[config.mk]
export PLATFORM = sky130hd
export DESIGN_NAME = pc_target_table
export DESIGN_NICKNAME = d
export VERILOG_FILES = /design/src/rtl/pc_table_pkg.sv /design/src/rtl/pc_target_adder.sv /design/src/rtl/pc_target_table.sv
export SDC_FILE = /design/constraint.sdc
export NUM_CORES = 1
export LEC_CHECK = 0
export ABC_AREA = 1
export ABC_CLOCK_PERIOD_IN_PS = 7000
export CAP_MARGIN = 25
export CORE_ASPECT_RATIO = 1.1
export CORE_MARGIN = 8
export CORE_UTILIZATION = 50
export DETAILED_ROUTE_END_ITERATION = 7
export PLACE_DENSITY = 0.67
export SYNTH_ARGS = -nofsm -noshare
export SYNTH_HDL_FRONTEND = slang
export SYNTH_HIERARCHICAL = 1
export SYNTH_SLANG_ARGS = --single-unit
[constraint.sdc]
create_clock -name clk -period 7 [get_ports clk]
set_input_delay 1.4 -clock clk [delete_from_list [all_inputs] [get_ports clk]]
set_output_delay 1.4 -clock clk [all_outputs]
set_load 0.01 [all_outputs]
[src/rtl/pc_table_pkg.sv]
// Shared types and default sizes for the PC target table.
package pc_table_pkg;

  localparam int DEF_D = 12;
  localparam int DEF_B = 5;

  // Entry layout at the default target width.
  typedef struct packed {
    logic             valid;
    logic             rel;
    logic [DEF_D-1:0] data;
  } pc_entry_t;

  typedef enum logic {
    IDLE  = 1'b0,
    CLEAR = 1'b1
  } clr_state_t;

endpackage

[src/rtl/pc_target_adder.sv]
// Modulo-2**D adder producing pc+offset (signed offset) and pc+1 in parallel.
module pc_target_adder
  import pc_table_pkg::*;
#(
  parameter int D = DEF_D
) (
  input  logic              [D-1:0] pc,
  input  logic signed       [D-1:0] offset,
  output logic              [D-1:0] sum,
  output logic              [D-1:0] inc
);

  // Two's-complement add; the carry out is dropped so results wrap mod 2**D.
  assign sum = pc + $unsigned(offset);
  assign inc = pc + D'(1);

endmodule

[src/rtl/pc_target_table.sv]
// Registered branch-target table with bulk-clear sequencer.
// Optional macro PC_TARGET_TABLE_BYPASS_EN forwards a same-edge write to the lookup.
module pc_target_table
  import pc_table_pkg::*;
#(
  parameter int D = DEF_D,
  parameter int B = DEF_B
) (
  input  logic         clk,
  input  logic         reset_n,
  input  logic         clear,
  output logic         busy,
  input  logic         wr_en,
  input  logic [B-1:0] wr_addr,
  input  logic [D-1:0] wr_data,
  input  logic         wr_rel,
  input  logic         rd_valid,
  input  logic [B-1:0] rd_addr,
  input  logic [D-1:0] rd_pc,
  output logic         target_valid,
  output logic [D-1:0] target,
  output logic         target_hit
);

  localparam int          DEPTH = 2**B;
  localparam logic [B-1:0] LAST = B'(DEPTH - 1);

  clr_state_t       state_q, state_d;
  logic [B-1:0]     cnt_q, cnt_d;
  logic [DEPTH-1:0] valid_q;
  logic [DEPTH-1:0] rel_q;
  logic [D-1:0]     data_q [DEPTH];

  logic             wr_go;
  logic             ent_valid_p0, ent_rel_p0, hit_p0;
  logic [D-1:0]     ent_data_p0, sum_p0, inc_p0, tgt_p0;
  logic             vld_p1, hit_p1;
  logic [D-1:0]     tgt_p1;

  assign busy  = (state_q == CLEAR);
  // A clear request in IDLE takes priority over a coincident write.
  assign wr_go = (state_q == IDLE) && wr_en && !clear;

  always_comb begin
    state_d = state_q;
    cnt_d   = cnt_q;
    case (state_q)
      IDLE: begin
        if (clear) begin
          state_d = CLEAR;
          cnt_d   = '0;
        end
      end
      CLEAR: begin
        cnt_d = cnt_q + B'(1);
        if (cnt_q == LAST) state_d = IDLE;
      end
      default: state_d = IDLE;
    endcase
  end

  always_ff @(posedge clk or negedge reset_n) begin
    if (!reset_n) begin
      state_q <= IDLE;
      cnt_q   <= '0;
      valid_q <= '0;
    end else begin
      state_q <= state_d;
      cnt_q   <= cnt_d;
      if (busy)       valid_q[cnt_q]   <= 1'b0;
      else if (wr_go) valid_q[wr_addr] <= 1'b1;
    end
  end

  always_ff @(posedge clk) begin
    if (busy) begin
      rel_q[cnt_q]  <= 1'b0;
      data_q[cnt_q] <= '0;
    end else if (wr_go) begin
      rel_q[wr_addr]  <= wr_rel;
      data_q[wr_addr] <= wr_data;
    end
  end

  // ---- stage p0: entry read and target resolve ----
  always_comb begin
    ent_valid_p0 = valid_q[rd_addr] && !busy;
    ent_rel_p0   = rel_q[rd_addr];
    ent_data_p0  = data_q[rd_addr];
`ifdef PC_TARGET_TABLE_BYPASS_EN
    if (wr_go && (wr_addr == rd_addr)) begin
      ent_valid_p0 = 1'b1;
      ent_rel_p0   = wr_rel;
      ent_data_p0  = wr_data;
    end
`endif
    hit_p0 = ent_valid_p0;
    tgt_p0 = inc_p0;
    if (ent_valid_p0) tgt_p0 = ent_rel_p0 ? sum_p0 : ent_data_p0;
  end

  pc_target_adder #(.D(D)) u_adder (
    .pc     (rd_pc),
    .offset ($signed(ent_data_p0)),
    .sum    (sum_p0),
    .inc    (inc_p0)
  );

  // ---- stage p1: registered result ----
  always_ff @(posedge clk or negedge reset_n) begin
    if (!reset_n) begin
      vld_p1 <= 1'b0;
      hit_p1 <= 1'b0;
      tgt_p1 <= '0;
    end else begin
      vld_p1 <= rd_valid;
      if (rd_valid) begin
        hit_p1 <= hit_p0;
        tgt_p1 <= tgt_p0;
      end
    end
  end

  assign target_valid = vld_p1;
  assign target_hit   = hit_p1;
  assign target       = tgt_p1;

endmodule

==> metrics.md <==
| Metric | Value |
|---|---|
| Status | `completed` |
| Vias/cell | `5.66` |
| # DRC | `0` |
| First-pass GRT wire length | `92,700 um` |
| Vias | `about 16,000` |
| Root Buffer | `clkbuf_16` |
| Commonest non-fill, non-tap cell in the layout | `nand2_1` |
| Worst Hold Class | `flop to flop` |
| Worst Max-Slew Pin Slew | `between 1 and 1.5 ns` |
| Most frequent cells in the layout | `700 x nand2_1, 416 x edfxtp_1, 384 x nand3_1` |
| Ys flop type | `edfxtp_1` |
| Post-place setup slack | `between 1.5 and 2 ns` |
| CTS Buf Count | `48` |
| Worst EP arrival | `roughly 5 ns` |
| Router iterations before antenna repair | `6` |
| Sink Count | `~470` |
| Routed length per placed instance | `approximately 21 um` |
| Layout cells sized above 1 | `approximately 8.7%` |
| WP data required | `7.51 ns` |
| Sequential-to-total area share from yosys stat | `63.4%` |
| Worst Setup Start Kind | `input port` |
| Worst Hold End | `target_hit` |
| R2R Path Start | `busy` |
| Worst-Skew Late Latency | `0.60 ns` |
| Gate Count Post-Synth | `2,202` |
| Cts repair resizes | `0` |
| Max cap viols | `0` |
| Starting Density | `50.4%` |
| Mapped Nets | `2,260` |
| Largest net degree at the start of global routing | `167` |
| Final period util | `65.7%` |
| All-Layer GR Usage | `23.4%` |
| Synth async-reset ratio | `11.1%` |
| Fin Hold WS | `0.496 ns` |
| Antenna violations before repair | `0` |
| Dominant cells by area after synthesis | `edfxtp_1 57%, nand2_1 12%, nand3_1 8.8%` |
| Layout Nets | `2,301` |
| Post-DP HPWL | `36,500 um` |
| Pwr/cell area | `318 nW/um^2` |
| Final WL | `roughly 60,000 um` |
| Flip-flop and latch count after synthesis | `468` |
| Routability cong. | `0.866` |
| Row Count | `80` |
| Number of global-route vias before repair | `about 16,000` |
| FMAX | `0.217 GHz` |
| Final Setup Violations | `0` |
| Hold Path Origin | `target_hit` |
| Synth area leader | `edfxtp_1` |
| Post-DRT Antenna Nets | `0` |
| Setup ws final | `2.40 ns` |
| Final Hold Violating Endpoints | `0` |
| TritonCTS clock tree | `built` |
| Post-synth top area share | `57.4%` |
| Distinct cells, synth | `34` |
| YS warnings | `6` |
| CTS Hold Bufs | `0` |
| Tot Pwr | `between 7 and 8 mW` |
| Port bufs | `54` |
| Clock-pin transition on the worst setup and hold timing paths | `0.06 ns` |
| Critical Path End Type | `flop` |
| Die width | `215 um` |
| Worst r2r dst | `data_q[8][0]` |
| Final min period | `between 4 and 5 ns` |
| I/O pins | `55` |
| Dpl cell area | `22,900 um^2` |
| Setup CP Type | `input port to flop` |
| Synth Cell Area | `21,800 um^2` |
| Max rail drop VDD | `270 uV` |
| Overflow after GRT | `0` |
| Rel. slew slack | `a little over a quarter` |
| Die Area | `50,400 um^2` |
| Synth-to-Final Area Change | `12.5%` |
| Setup TNS | `0 ns` |
| Core box area | `43,100 um^2` |
| Design Area, Final | `24,500 um^2` |
| Drt first-iter violations | `1,837` |
| Maximum root-to-sink buffer count | `3` |
| Worst hold path depth | `2` |
| R2r setup slk | `3.14 ns` |
| Pins over their slew limit | `0` |
| Leak | `9.51 nW` |
| Number of synthesized flops with an enable pin | `416` |
| Crit-path max FO | `between 40 and 50` |
| R2R depth | `7` |
| # Post-CTS Setup Buffers | `0` |
| RSZ-0062 raised after global routing | `no` |
| Die Ht | `235 um` |
| Setup Skew | `0.0223 ns` |
| H-tree depth | `2` |
| Syn Area/Cell | `9.88 um^2` |
[synthesized netlist by cell type, types with 5 or more instances]
cell / count
nand3b_1: 12
inv_1: 115
nand2_1: 701
clkbuf_1: 26
buf_1: 7
nor2_1: 142
o21ai_0: 41
nand2_2: 8
a21oi_1: 82
edfxtp_1: 416
buf_6: 8
dfrtp_1: 52
nor3_1: 8
buf_2: 76
ha_1: 17
nand3_1: 384
a21oi_2: 10
xor2_1: 13
buf_4: 6
o22ai_1: 30
inv_2: 5
nand3_2: 18
[metal layers]
metal	routed length, um	vias up	global-route usage, %
met4	1360	0	6.28
met5	0	-	0
met3	4820	99	3.61
met2	29100	667	38.7
li1	-	7588	-
met1	24800	7822	31.8
[power breakdown]
| part | internal (mW) | switching (mW) |
|---|---|---|
| registers | 3.49 | 0.143 |
| logic | 0.449 | 1.11 |
| clock network | 1.48 | 1.10 |
[kinds of logic (layout without fill, tap and decap cells)]
family | Yosys count | in the layout | synth area share, %
other | 0 | 1 | 0
XOR/XNOR | 17 | 17 | 0.685
adder cells (fa/ha/maj) | 18 | 18 | 1.07
flip-flops | 468 | 468 | 63.4
AO/OA/AOI/OAI | 166 | 166 | 4.20
AND/OR/NAND/NOR | 1286 | 1286 | 25.5
buffers and inverters | 247 | 328 | 5.11
[worst max-delay path, cell delays in order]
cell      delay [ns]
buf_4           0.22
clkinv_2        0.70
buf_4           0.54
nand3_1         0.13
nand3_1         0.10
nand2_1         0.15
nand2_1         0.06
nand3_1         0.13
nand2_1         0.18
inv_1           0.14
ha_1            0.26
nand3_1         0.10
nand3_2         0.12
nand2_1         0.08
nand2_1         0.08
xor2_1          0.23
nand3b_1        0.16
nand3_2         0.11
a21oi_2         0.17
[cell type report]
cell class / instances / area [um^2]
Fill cell: 3674 / 18700
Sequential cell: 468 / 13800
Multi-Input combinational cell: 1487 / 6900
Clock buffer: 63 / 1280
Timing Repair Buffer: 114 / 1010
Tap cell: 574 / 718
Inverter: 124 / 474
Clock inverter: 27 / 289
Antenna cell: 1 / 2.50
[sequential cells by signal (all words and copies together), names as in the netlist]
name          count
data_q          384
rel_q            32
valid_q          32
target           12
cnt_q             5
busy              1
target_hit        1
target_valid      1
[worst max path at each step]
stage,cells past startpoint,start,slack (ns),endpoint
final,19,rd_addr[1],2.40,target[5]
after global routing,19,rd_addr[1],2.24,target[5]
after CTS,19,rd_addr[1],2.52,target[5]
after detailed placement,19,rd_addr[1],1.90,target[5]
after global placement,19,rd_addr[1],1.92,target[5]
after floorplan,22,rd_addr[0],3.27,target[8]
[stage by stage]
step	cells	util (%)
2_1_floorplan	2202	-
3_3_place_gp	2763	53.0
3_5_place_dp	2766	53.1
4_1_cts	2856	56.7
5_1_grt	2857	56.7
6_report	2858	56.7
Power figures use the tool's default switching activity.
